--- config.mk ---
export PLATFORM = sky130hd
export DESIGN_NAME = wybor_jasnosci
export DESIGN_NICKNAME = d
export VERILOG_FILES = /design/src/rtl/wybor_jasnosci.sv
export SDC_FILE = /design/constraint.sdc
export NUM_CORES = 1
export LEC_CHECK = 0
export CORE_MARGIN = 8
export CORE_UTILIZATION = 25
export CTS_BUF_LIST = sky130_fd_sc_hd__clkbuf_4
export DETAILED_ROUTE_END_ITERATION = 12
export GPL_ROUTABILITY_DRIVEN = 0
export SETUP_SLACK_MARGIN = 0.15
export SLEW_MARGIN = 20
export SYNTH_ARGS = -nofsm -noshare
export SYNTH_HDL_FRONTEND = slang
export SYNTH_SLANG_ARGS = --single-unit
--- constraint.sdc ---
create_clock -name in_clk -period 3.2 [get_ports in_clk]
set_clock_uncertainty 0.05 [all_clocks]
set_input_delay 0.64 -clock in_clk [delete_from_list [all_inputs] [get_ports in_clk]]
set_output_delay 0.64 -clock in_clk [all_outputs]
set_load 0.01 [all_outputs]
--- src/rtl/wybor_jasnosci.sv ---
// -----------------------------------------------------------------------------
// wybor_jasnosci -- two-button brightness level selector.
//
// Two raw push buttons (up / down) are synchronised, debounced and turned into
// press events that step a 2-bit brightness level with saturation at 0 and 3.
// Holding exactly one button auto-repeats its step every REPEAT_CYCLES cycles.
//
// Parameters
//   DEBOUNCE_CYCLES : stable cycles needed to accept a button change
//   REPEAT_CYCLES   : hold cycles between auto-repeat steps
//
// Ports
//   in_clk        : clock, rising edge
//   in_rst_n      : asynchronous active-low reset
//   in_btn_up     : raw button, active-high, bouncing, asynchronous
//   in_btn_down   : raw button, active-high, bouncing, asynchronous
//   out_przycisk1 : level MSB (PWM mux select)
//   out_przycisk2 : level LSB (PWM mux select)
//   out_zmiana    : one-cycle pulse when the level takes a new value
// -----------------------------------------------------------------------------
module wybor_jasnosci #(
    parameter int DEBOUNCE_CYCLES = 100000,
    parameter int REPEAT_CYCLES   = 5000000
) (
    input  logic in_clk,
    input  logic in_rst_n,
    input  logic in_btn_up,
    input  logic in_btn_down,
    output logic out_przycisk1,
    output logic out_przycisk2,
    output logic out_zmiana
);

    localparam int DB_W = (DEBOUNCE_CYCLES > 1) ? $clog2(DEBOUNCE_CYCLES) : 1;
    localparam int RP_W = (REPEAT_CYCLES > 1) ? $clog2(REPEAT_CYCLES) : 1;
    localparam logic [DB_W-1:0] DB_LAST = DB_W'(DEBOUNCE_CYCLES - 1);
    localparam logic [RP_W-1:0] RP_LAST = RP_W'(REPEAT_CYCLES - 1);

    // Bit index of each button inside the 2-bit vectors below.
    localparam int UP = 0;
    localparam int DN = 1;

    logic [1:0]      raw;
    logic [1:0]      sync1_q;
    logic [1:0]      sync2_q;
    logic [1:0]      stan_q;
    logic [1:0]      stan_d;
    logic [1:0]      stan_prev_q;
    logic [DB_W-1:0] db_cnt_q [2];
    logic [DB_W-1:0] db_cnt_d [2];
    logic [RP_W-1:0] rep_q;
    logic [RP_W-1:0] rep_d;
    logic [1:0]      poziom_q;
    logic [1:0]      poziom_d;
    logic            zmiana_q;
    logic            zmiana_d;

    logic [1:0]      press;
    logic            press_any;
    logic            only_up;
    logic            only_dn;
    logic            rep_hit;
    logic            step_up;
    logic            step_dn;

    assign raw = {in_btn_down, in_btn_up};

    // Press = rising edge of the debounced state, seen one cycle after the
    // toggle; releases are deliberately ignored.
    assign press     = stan_q & ~stan_prev_q;
    assign press_any = |press;
    assign only_up   = stan_q[UP] & ~stan_q[DN];
    assign only_dn   = stan_q[DN] & ~stan_q[UP];

    // Debounce: count consecutive cycles of disagreement between the
    // synchronised input and the accepted state; any agreement restarts.
    always_comb begin
        for (int i = 0; i < 2; i++) begin
            stan_d[i]   = stan_q[i];
            db_cnt_d[i] = '0;
            if (sync2_q[i] != stan_q[i]) begin
                if (db_cnt_q[i] == DB_LAST) begin
                    stan_d[i] = ~stan_q[i];
                end else begin
                    db_cnt_d[i] = db_cnt_q[i] + DB_W'(1);
                end
            end
        end
    end

    // Auto-repeat and level update.
    always_comb begin
        rep_d    = '0;
        rep_hit  = 1'b0;
        poziom_d = poziom_q;
        step_up  = 1'b0;
        step_dn  = 1'b0;

        // A fresh press restarts the repeat interval; holding both buttons
        // or releasing keeps it cleared.
        if ((only_up || only_dn) && !press_any) begin
            if (rep_q == RP_LAST) begin
                rep_hit = 1'b1;
            end else begin
                rep_d = rep_q + RP_W'(1);
            end
        end

        // A press only counts while the other button is not held; this also
        // rejects simultaneous presses, since both states are then 1.
        step_up = (press[UP] & ~stan_q[DN]) | (rep_hit & only_up);
        step_dn = (press[DN] & ~stan_q[UP]) | (rep_hit & only_dn);

        if (step_up && (poziom_q != 2'd3)) begin
            poziom_d = poziom_q + 2'd1;
        end else if (step_dn && (poziom_q != 2'd0)) begin
            poziom_d = poziom_q - 2'd1;
        end

        zmiana_d = (poziom_d != poziom_q);
    end

    always_ff @(posedge in_clk or negedge in_rst_n) begin
        if (!in_rst_n) begin
            sync1_q     <= '0;
            sync2_q     <= '0;
            stan_q      <= '0;
            stan_prev_q <= '0;
            for (int i = 0; i < 2; i++) begin
                db_cnt_q[i] <= '0;
            end
            rep_q       <= '0;
            poziom_q    <= '0;
            zmiana_q    <= 1'b0;
        end else begin
            sync1_q     <= raw;
            sync2_q     <= sync1_q;
            stan_q      <= stan_d;
            stan_prev_q <= stan_q;
            for (int i = 0; i < 2; i++) begin
                db_cnt_q[i] <= db_cnt_d[i];
            end
            rep_q       <= rep_d;
            poziom_q    <= poziom_d;
            zmiana_q    <= zmiana_d;
        end
    end

    assign out_przycisk1 = poziom_q[1];
    assign out_przycisk2 = poziom_q[0];
    assign out_zmiana    = zmiana_q;

endmodule
==> summary.md, run 1 <==
| Metric | Value |
|---|---|
| Final net count | 365 |
| Critical path class | reg -> reg |
| Drt initial violations | approximately 140 |
| WL/cell | 11.4 um |
| HPWL Detailed | 4180 um |
| Period Utilization, post-route | 73.8% |
| Vias per cell | 4.45 |
| Core area | 0.0131 mm^2 |
| RR Startpoint | rep_q[6] |
| Area after DPL | between 0.003 and 0.004 mm^2 |
| Overall die width | 131 um |
| Crit path max fanout | 22 |
| Worst R2R Path Depth | 5 |
| Worst setup EP type | register |
| Worst VDD drop | approximately 0.15 mV |
| Crit-path max cell delay | 0.56 ns |
| DR vias | approximately 2,400 |
| Lkg Pwr | between 1 and 1.5 nW |
| DRT Pass-1 Iters | 4 |
| # port buffers | 6 |
| Cell family with most CP delay | simple AND/OR/NAND/NOR gates |
| First-pass GRT wire length | 11,100 um |
| XOR/XNOR Fraction of Synth Area | 14.2% |
| Largest net degree at the start of global routing | 30 |
| Synth top area share | 51.2% |
| Synth Register Bits | 68 |
| CTS sink count | 68 |
| Mux cell area share after synthesis | 0.339% |
| Worst path required time | around 3.4 ns |
| Post-synthesis simple-gate area fraction | 27.3% |
| Worst setup SP type | register |
| FF-to-FF setup slack | 0.84 ns |
| Avg Cell Area, Syn | 9.74 um^2 |
| Clock-pin slew on the worst setup and hold paths | 0.11 ns |
| Crit path buf inv count | 0 |
| Share of cells above drive strength 1 | between 8 and 9% |
| Actual slew at the worst max-slew pin | 0.732 ns |
| Max_slew headroom | roughly half |
| RSZ-0062 raised after global routing | false |
| Dominant synthesized flop cell | dfrtp_1 |
| Vias in the first global route | about 2,500 |
| Final setup viols | 0 |
| Sequential area share after synthesis | 51.2% |
| Total track usage | 7.72% |
| Pins Over Slew Limit | 0 |
| DIE AREA | 0.0172 mm^2 |
| Minimum clock period | 2.36 ns |
| Initial Util | 25.4% |
| Main combinational cell family by area after synthesis | simple AND/OR/NAND/NOR gates |
| WL final | ~6100 um |
| Yosys warns | 0 |
| Initial antenna violation count | 1 |
| Post-DRT Antenna Nets | 0 |
| Total congestion overflow | 0 |
| PwrDens | about 430 mW/mm^2 |
| Setup Fix Bufs, Post-CTS | 0 |
| CTS Buf Count | 9 |
| Min-Delay Path Class | in -> async |
| Synth Area in Compound Gates | a little under 2% |
| Die height | roughly 130 um |
| Max cap viols | 0 |
| Critical-path cell list | or4b_1, nor4b_2, nand2_1, nand2_1, nor2_1 |
| Clk buf depth | 2 |
| I/O pin count | 7 |
| Fmax | 423 MHz |
| Final hold violation count | 0 |
| Number of synthesized flops with an enable pin | 0 |
| Hold buffers post-CTS | 0 |
| Post-synth top area cell | dfrtp_1 |
| CTS tree | built |
| # DRC | 0 |
| Mapped cell area | approximately 0.0033 mm^2 |
| Post-route cell area | between 0.003 and 0.004 mm^2 |
| Largest cells by area after synthesis | dfrtp_1, xnor2_1, nor2_1, xor2_1, nand3_1 |
| Most used cell, CP | nand2_1 |
| Rows | 42 |
| Post-Synthesis Cells | 341 |
| Area grow syn2layout | 13.6% |
| H-tree levels | 3 |
| Worst skew pair latency | 0.42 ns |
| Post-CTS resize count | 0 |
| Critical Path AT | 2.59 ns |
| Status | finished clean |
| Async SR Flop Fraction | 100% |
| Adder-cell share of the synthesized area | approximately 2.6% |
| Reg2reg end | rep_q[10] |
| Root Driver | clkbuf_4 |
| Slowest cell on the critical path | nand2_1 |
| Sum of negative setup slack | 0 ns |
| Syn_nets | 352 |
| Synth cell types | 37 |
-- flip-flops by register name, indices dropped and copies added (netlist names) --
register,cells
db_cnt_q,34
rep_q,23
poziom_q,2
stan_prev_q,2
stan_q,2
sync1_q,2
sync2_q,2
out_zmiana,1
-- how the worst max path moves through the flow --
stage / startpoint / end / slack [ns] / depth (start not counted)
2_1_floorplan: rep_q[15] / poziom_q[1] / 1.12 / 5
3_3_place_gp: rep_q[15] / rep_q[10] / 0.93 / 5
3_5_place_dp: rep_q[6] / rep_q[4] / 0.82 / 5
4_1_cts: rep_q[6] / rep_q[4] / 0.81 / 5
5_1_grt: rep_q[15] / rep_q[4] / 0.65 / 5
6_report: rep_q[6] / rep_q[10] / 0.84 / 5
-- through the flow --
| stage | setup slack [ns] | power, mW | util (%) | instances | hold WS, ns |
|---|---|---|---|---|---|
| global route | 0.652 | 1.70 | 28.8 | 536 | 0.0243 |
| floorplan | 1.12 | 0.907 | - | 341 | 0.281 |
| finish | 0.838 | 1.63 | 28.8 | 536 | 0.0364 |
| detailed placement | 0.817 | 0.935 | 27.4 | 519 | 0.290 |
| global placement | 0.930 | 0.933 | 27.4 | 519 | 0.285 |
| CTS | 0.806 | 1.66 | 28.8 | 535 | 0.0244 |
-- final cells by class --
type                    instances  area, um^2
diodes                          1        2.50
clock buffers                  11        82.6
clock inverters                 5         100
fillers                      1352        9310
inverters                      15        56.3
multi-input cells             252        1540
flip-flops and latches         68        1700
well taps                     176         220
repair buffers                  8        70.1
-- layout by cell type (no fill, tap or decap), drive strengths merged, types with 2 or more instances in the layout --
cell	Yosys	layout
or4	2	2
nor2b	3	3
nand4	16	16
and2	3	3
a21oi	2	2
ha	7	7
clkdlybuf4s50	0	5
o21ai	3	3
clkbuf	6	11
or2	3	3
xnor2	34	34
bufinv	0	3
nor4b	3	3
buf	0	3
clkinv	0	2
nand2	23	23
xor2	20	20
and3	6	6
nor2	75	75
and4	4	4
nor4	10	10
dfrtp	68	68
nor3	7	7
nand3	22	22
inv	15	15
-- synthesized netlist by cell type (2+ instances only) --
cell,count
a21oi_1,2
and2_1,3
and3_1,6
and4_1,4
clkbuf_1,6
dfrtp_1,68
ha_1,7
inv_1,14
nand2_1,23
nand3_1,21
nand4_1,16
nor2_1,75
nor2b_1,3
nor3_1,6
nor4_1,9
nor4b_1,2
o21ai_0,2
or2_2,3
xnor2_1,34
xor2_1,20
-- report_power, final --
group | switching (mW) | leakage [nW] | internal (mW)
logic | 0.0300 | 0.411 | 0.0117
registers | 0.00671 | 0.936 | 0.867
clock network | 0.299 | 0.101 | 0.411
-- cells by family after synthesis --
| family | count (synthesis) |
|---|---|
| xor+xnor | 54 |
| mux | 1 |
| flops | 68 |
| simple gates | 180 |
| buf+inv | 21 |
| compound gates | 10 |
| fa+ha+maj | 7 |
-- layer usage --
layer,share of wire (%),routed length (um),track usage [%]
met5,0,0,0
met4,2.6,157,5.62
met3,3.9,240,1.87
met2,46,2810,11.8
met1,47,2900,9.33
-- worst register-to-register path, delay by kind of cell, from the launching register on --
kind / cells / cell delay (ns)
DFF: 1 / 0.46
and+or+nand+nor: 5 / 1.70
Power figures use the tool's default switching activity.
==> run 2, diff against run 1 <==
==> constraint.sdc (replaced) <==
create_clock -name in_clk -period 2.41 [get_ports in_clk]
set_clock_uncertainty 0.05 [all_clocks]
set_input_delay 0.482 -clock in_clk [delete_from_list [all_inputs] [get_ports in_clk]]
set_output_delay 0.482 -clock in_clk [all_outputs]
set_load 0.01 [all_outputs]
==> run 2 against run 1 <==
Net effect:
- clock-buffer cell count up 1
- power up 20%
- non-clock buffer count up 6
- fmax up 6.0%
- critical path depth unchanged
- global-route usage down 0.077 points
- first-iteration DRC count down 15%
- final cell count up 0.93%
- sequential power up 33%
==> summary.md, run 2 (synthesis gave the netlist of run 1 again) <==
| Metric | Value |
|---|---|
| Status | finished clean |
| Max cap viols | 0 (unchanged) |
| GRT busiest layer | met2 |
| Sum of negative setup slack | 0 ns (unchanged) |
| Drt initial violations | 118 (-15%) |
| DIE AREA | 0.0172 mm^2 (unchanged) |
| Reg power frac | 59.7% (+5.9 points) |
| WL/cell | 11.4 um (+0.50%) |
| DRT Pass-1 Iters | 5 (+1) |
| First-pass GRT wire length | 11,100 um (+0.37%) |
| Hold_ws | 0.0314 ns (-0.00493 ns) |
| Worst setup EP type | register |
| Most common cell after layout, fill and taps aside | nor2_1 |
| Total congestion overflow | 0 (unchanged) |
| # port buffers | 6 (unchanged) |
| Fmax | 449 MHz (+6.0%) |
| Non-filler cells, final | 541 (+0.93%) |
| Overall die width | 131 um (unchanged) |
| Worst path required time | 2.68 ns (-0.75 ns) |
| Max_slew headroom | 61.6% (+11 points) |
| Final net count | 371 (+1.6%) |
| Crit-path max cell delay | 0.58 ns (+0.02 ns) |
| Switching Fraction | 22.3% (+1.7 points) |
| WL final | 6190 um (+1.4%) |
| Largest Register | db_cnt_q |
| CTS Buf Count | 9 (unchanged) |
| Pins Over Slew Limit | 0 (unchanged) |
| Worst skew pair latency | 0.41 ns (about the same) |
| CTS tree | built |
| Hold buffers post-CTS | 0 (unchanged) |
| Vias per cell | 4.44 (-0.22%) |
| Minimum clock period | 2.23 ns (-0.134 ns) |
| Number of instances in the placed design | 521 (+0.39%) |
| Rows | 42 (unchanged) |
| Int Power | 1.51 mW (+17%) |
| Initial antenna violation count | 1 (unchanged) |
| Met1 GRT Util | 9.50% (+0.17 points) |
| Grt met2 use | 11.8% (unchanged) |
| Period Utilization, post-route | 92.4% (+19 points) |
| Clk buf depth | 2 (unchanged) |
| Lkg Pwr | 1.46 nW (+0.81%) |
| Clock-pin slew on the worst setup and hold paths | 0.11 ns (about the same) |
| Slowest cell on the critical path | or4b_4 |
| PwrDens | 512 mW/mm^2 (+19%) |
| Total track usage | 7.65% (-0.077 points) |
| Min-Delay Path Class | in -> async |
| DR vias | 2,402 (+0.71%) |
| HPWL Detailed | 4160 um (-0.49%) |
| Final setup viols | 0 (unchanged) |
| Fill cells | 1,348 (-0.30%) |
| Worst VDD drop | 0.159 mV (+8.8%) |
| # DRC | 0 (unchanged) |
| Final hold violation count | 0 (unchanged) |
| Critical Path AT | 2.50 ns (-0.09 ns) |
| Die height | 131 um (unchanged) |
| Critical-path cell list | or4b_4, nor4b_4, nand3_2, or3b_1, a41oi_1 |
| Vias in the first global route | 2,455 (-0.37%) |
| Commonest non-fill, non-tap cells in the layout | nor2_1, dfrtp_1, xnor2_1 |
| Actual slew at the worst max-slew pin | 0.576 ns (-0.156 ns) |
| Share of cells above drive strength 1 | 10.2% (+2.1 points) |
| Worst setup SP type | register |
| I/O pin count | 7 (unchanged) |
| H-tree levels | 3 (unchanged) |
| Comb pwr share | 2.9% (+0.3 points) |
| Initial Util | 25.4% (unchanged) |
| P_sw | 0.435 mW (+30%) |
| CTS sink count | 68 (unchanged) |
| Clock Power Share | 37.4% (-6.3 points) |
| Area grow syn2layout | 14.3% |
| Root Driver | clkbuf_4 |
| Largest net degree at the start of global routing | 69 (+130%) |
| Largest register FFs | 34 (unchanged) |
| Largest regs | db_cnt_q: 34 flops, rep_q: 23 flops |
| Critical path class | reg -> reg |
| RSZ-0062 raised after global routing | false |
| Final core occ | 29.0% (+0.16 points) |
| Met3 track demand over resource | 1.94% (+0.076 points) |
| Post-DRT Antenna Nets | 0 (unchanged) |
| Crit path max fanout | 5 (-77%) |
| Core area | 0.0131 mm^2 (unchanged) |
run 2: power by group through the flow:
| stage | clock [mW] | sequential (mW) | combinational [mW] |
|---|---|---|---|
| floorplan | 0 | 1.18 | 0.0235 |
| global placement | 0 | 1.18 | 0.0582 |
| detailed placement | 0 | 1.18 | 0.0602 |
| CTS | 0.762 | 1.16 | 0.0606 |
| global route | 0.807 | 1.16 | 0.0676 |
| finish | 0.728 | 1.16 | 0.0568 |
run 2: cell type report:
class / count / area [um^2] / area share (%)
diodes: 1 / 2.50 / 0.0659
clock buffers: 12 / 90.1 / 2.37
well taps: 176 / 220 / 5.80
multi-input cells: 252 / 1560 / 41.0
clock inverters: 3 / 38.8 / 1.02
flip-flops and latches: 68 / 1700 / 44.9
inverters: 15 / 56.3 / 1.48
repair buffers: 14 / 128 / 3.36
run 2: what timing repair did:
| item | in CTS | in global routing |
|---|---|---|
| gates resized for setup | 0 | 5 |
| setup endpoints to repair | 0 | 1 |
| buffers inserted | 0 | 4 |
run 2: worst paths after layout:
| kind | startpoint | to | slack, ns | depth (start not counted) |
|---|---|---|---|---|
| setup / recovery | rep_q[7] | poziom_q[1] | 0.18 | 5 |
| hold / removal | in_rst_n | db_cnt_q[1] | 0.03 | 2 |
| setup reg to reg | rep_q[7] | poziom_q[1] | 0.18 | 5 |
| hold reg to reg | sync1_q[1] | sync2_q[1] | 0.31 | 0 |
| max in group asynchronous | in_rst_n | db_cnt_q[10] | 1.98 | 2 |
| min in group in_clk | sync1_q[1] | sync2_q[1] | 0.31 | 0 |
run 2: metrics by stage:
step	total power [mW]	cell area, um^2	setup slack, ns
4_1_cts	1.98	3750	0.161
3_5_place_dp	1.24	3620	0.194
6_report	1.95	3800	0.182
5_1_grt	2.04	3800	0.150
3_3_place_gp	1.24	3620	0.243
2_1_floorplan	1.20	3320	0.326
run 2: metal layers:
metal / vias up / share of wire, %
met5: - / 0
met4: 0 / 1.9
met3: 8 / 2.9
met2: 34 / 45
met1: 1167 / 50
li1: 1193 / -
run 2: worst max-delay path: cells and delay by family (launching register included):
kind | cells | cell delay [ns]
AND/OR/NAND/NOR | 4 | 1.45
AO/OA/AOI/OAI | 1 | 0.21
flip-flops | 1 | 0.44
==> run 3, diff against run 2 <==
--- a/config.mk
+++ b/config.mk
@@ -5,6 +5,7 @@
 export SDC_FILE = /design/constraint.sdc
 export NUM_CORES = 1
 export LEC_CHECK = 0
+export CAP_MARGIN = 10
 export CORE_MARGIN = 8
 export CORE_UTILIZATION = 25
 export CTS_BUF_LIST = sky130_fd_sc_hd__clkbuf_4
==> results of run 3 <==
No change in the layout: final DEF, timing and power equal those of run 2.
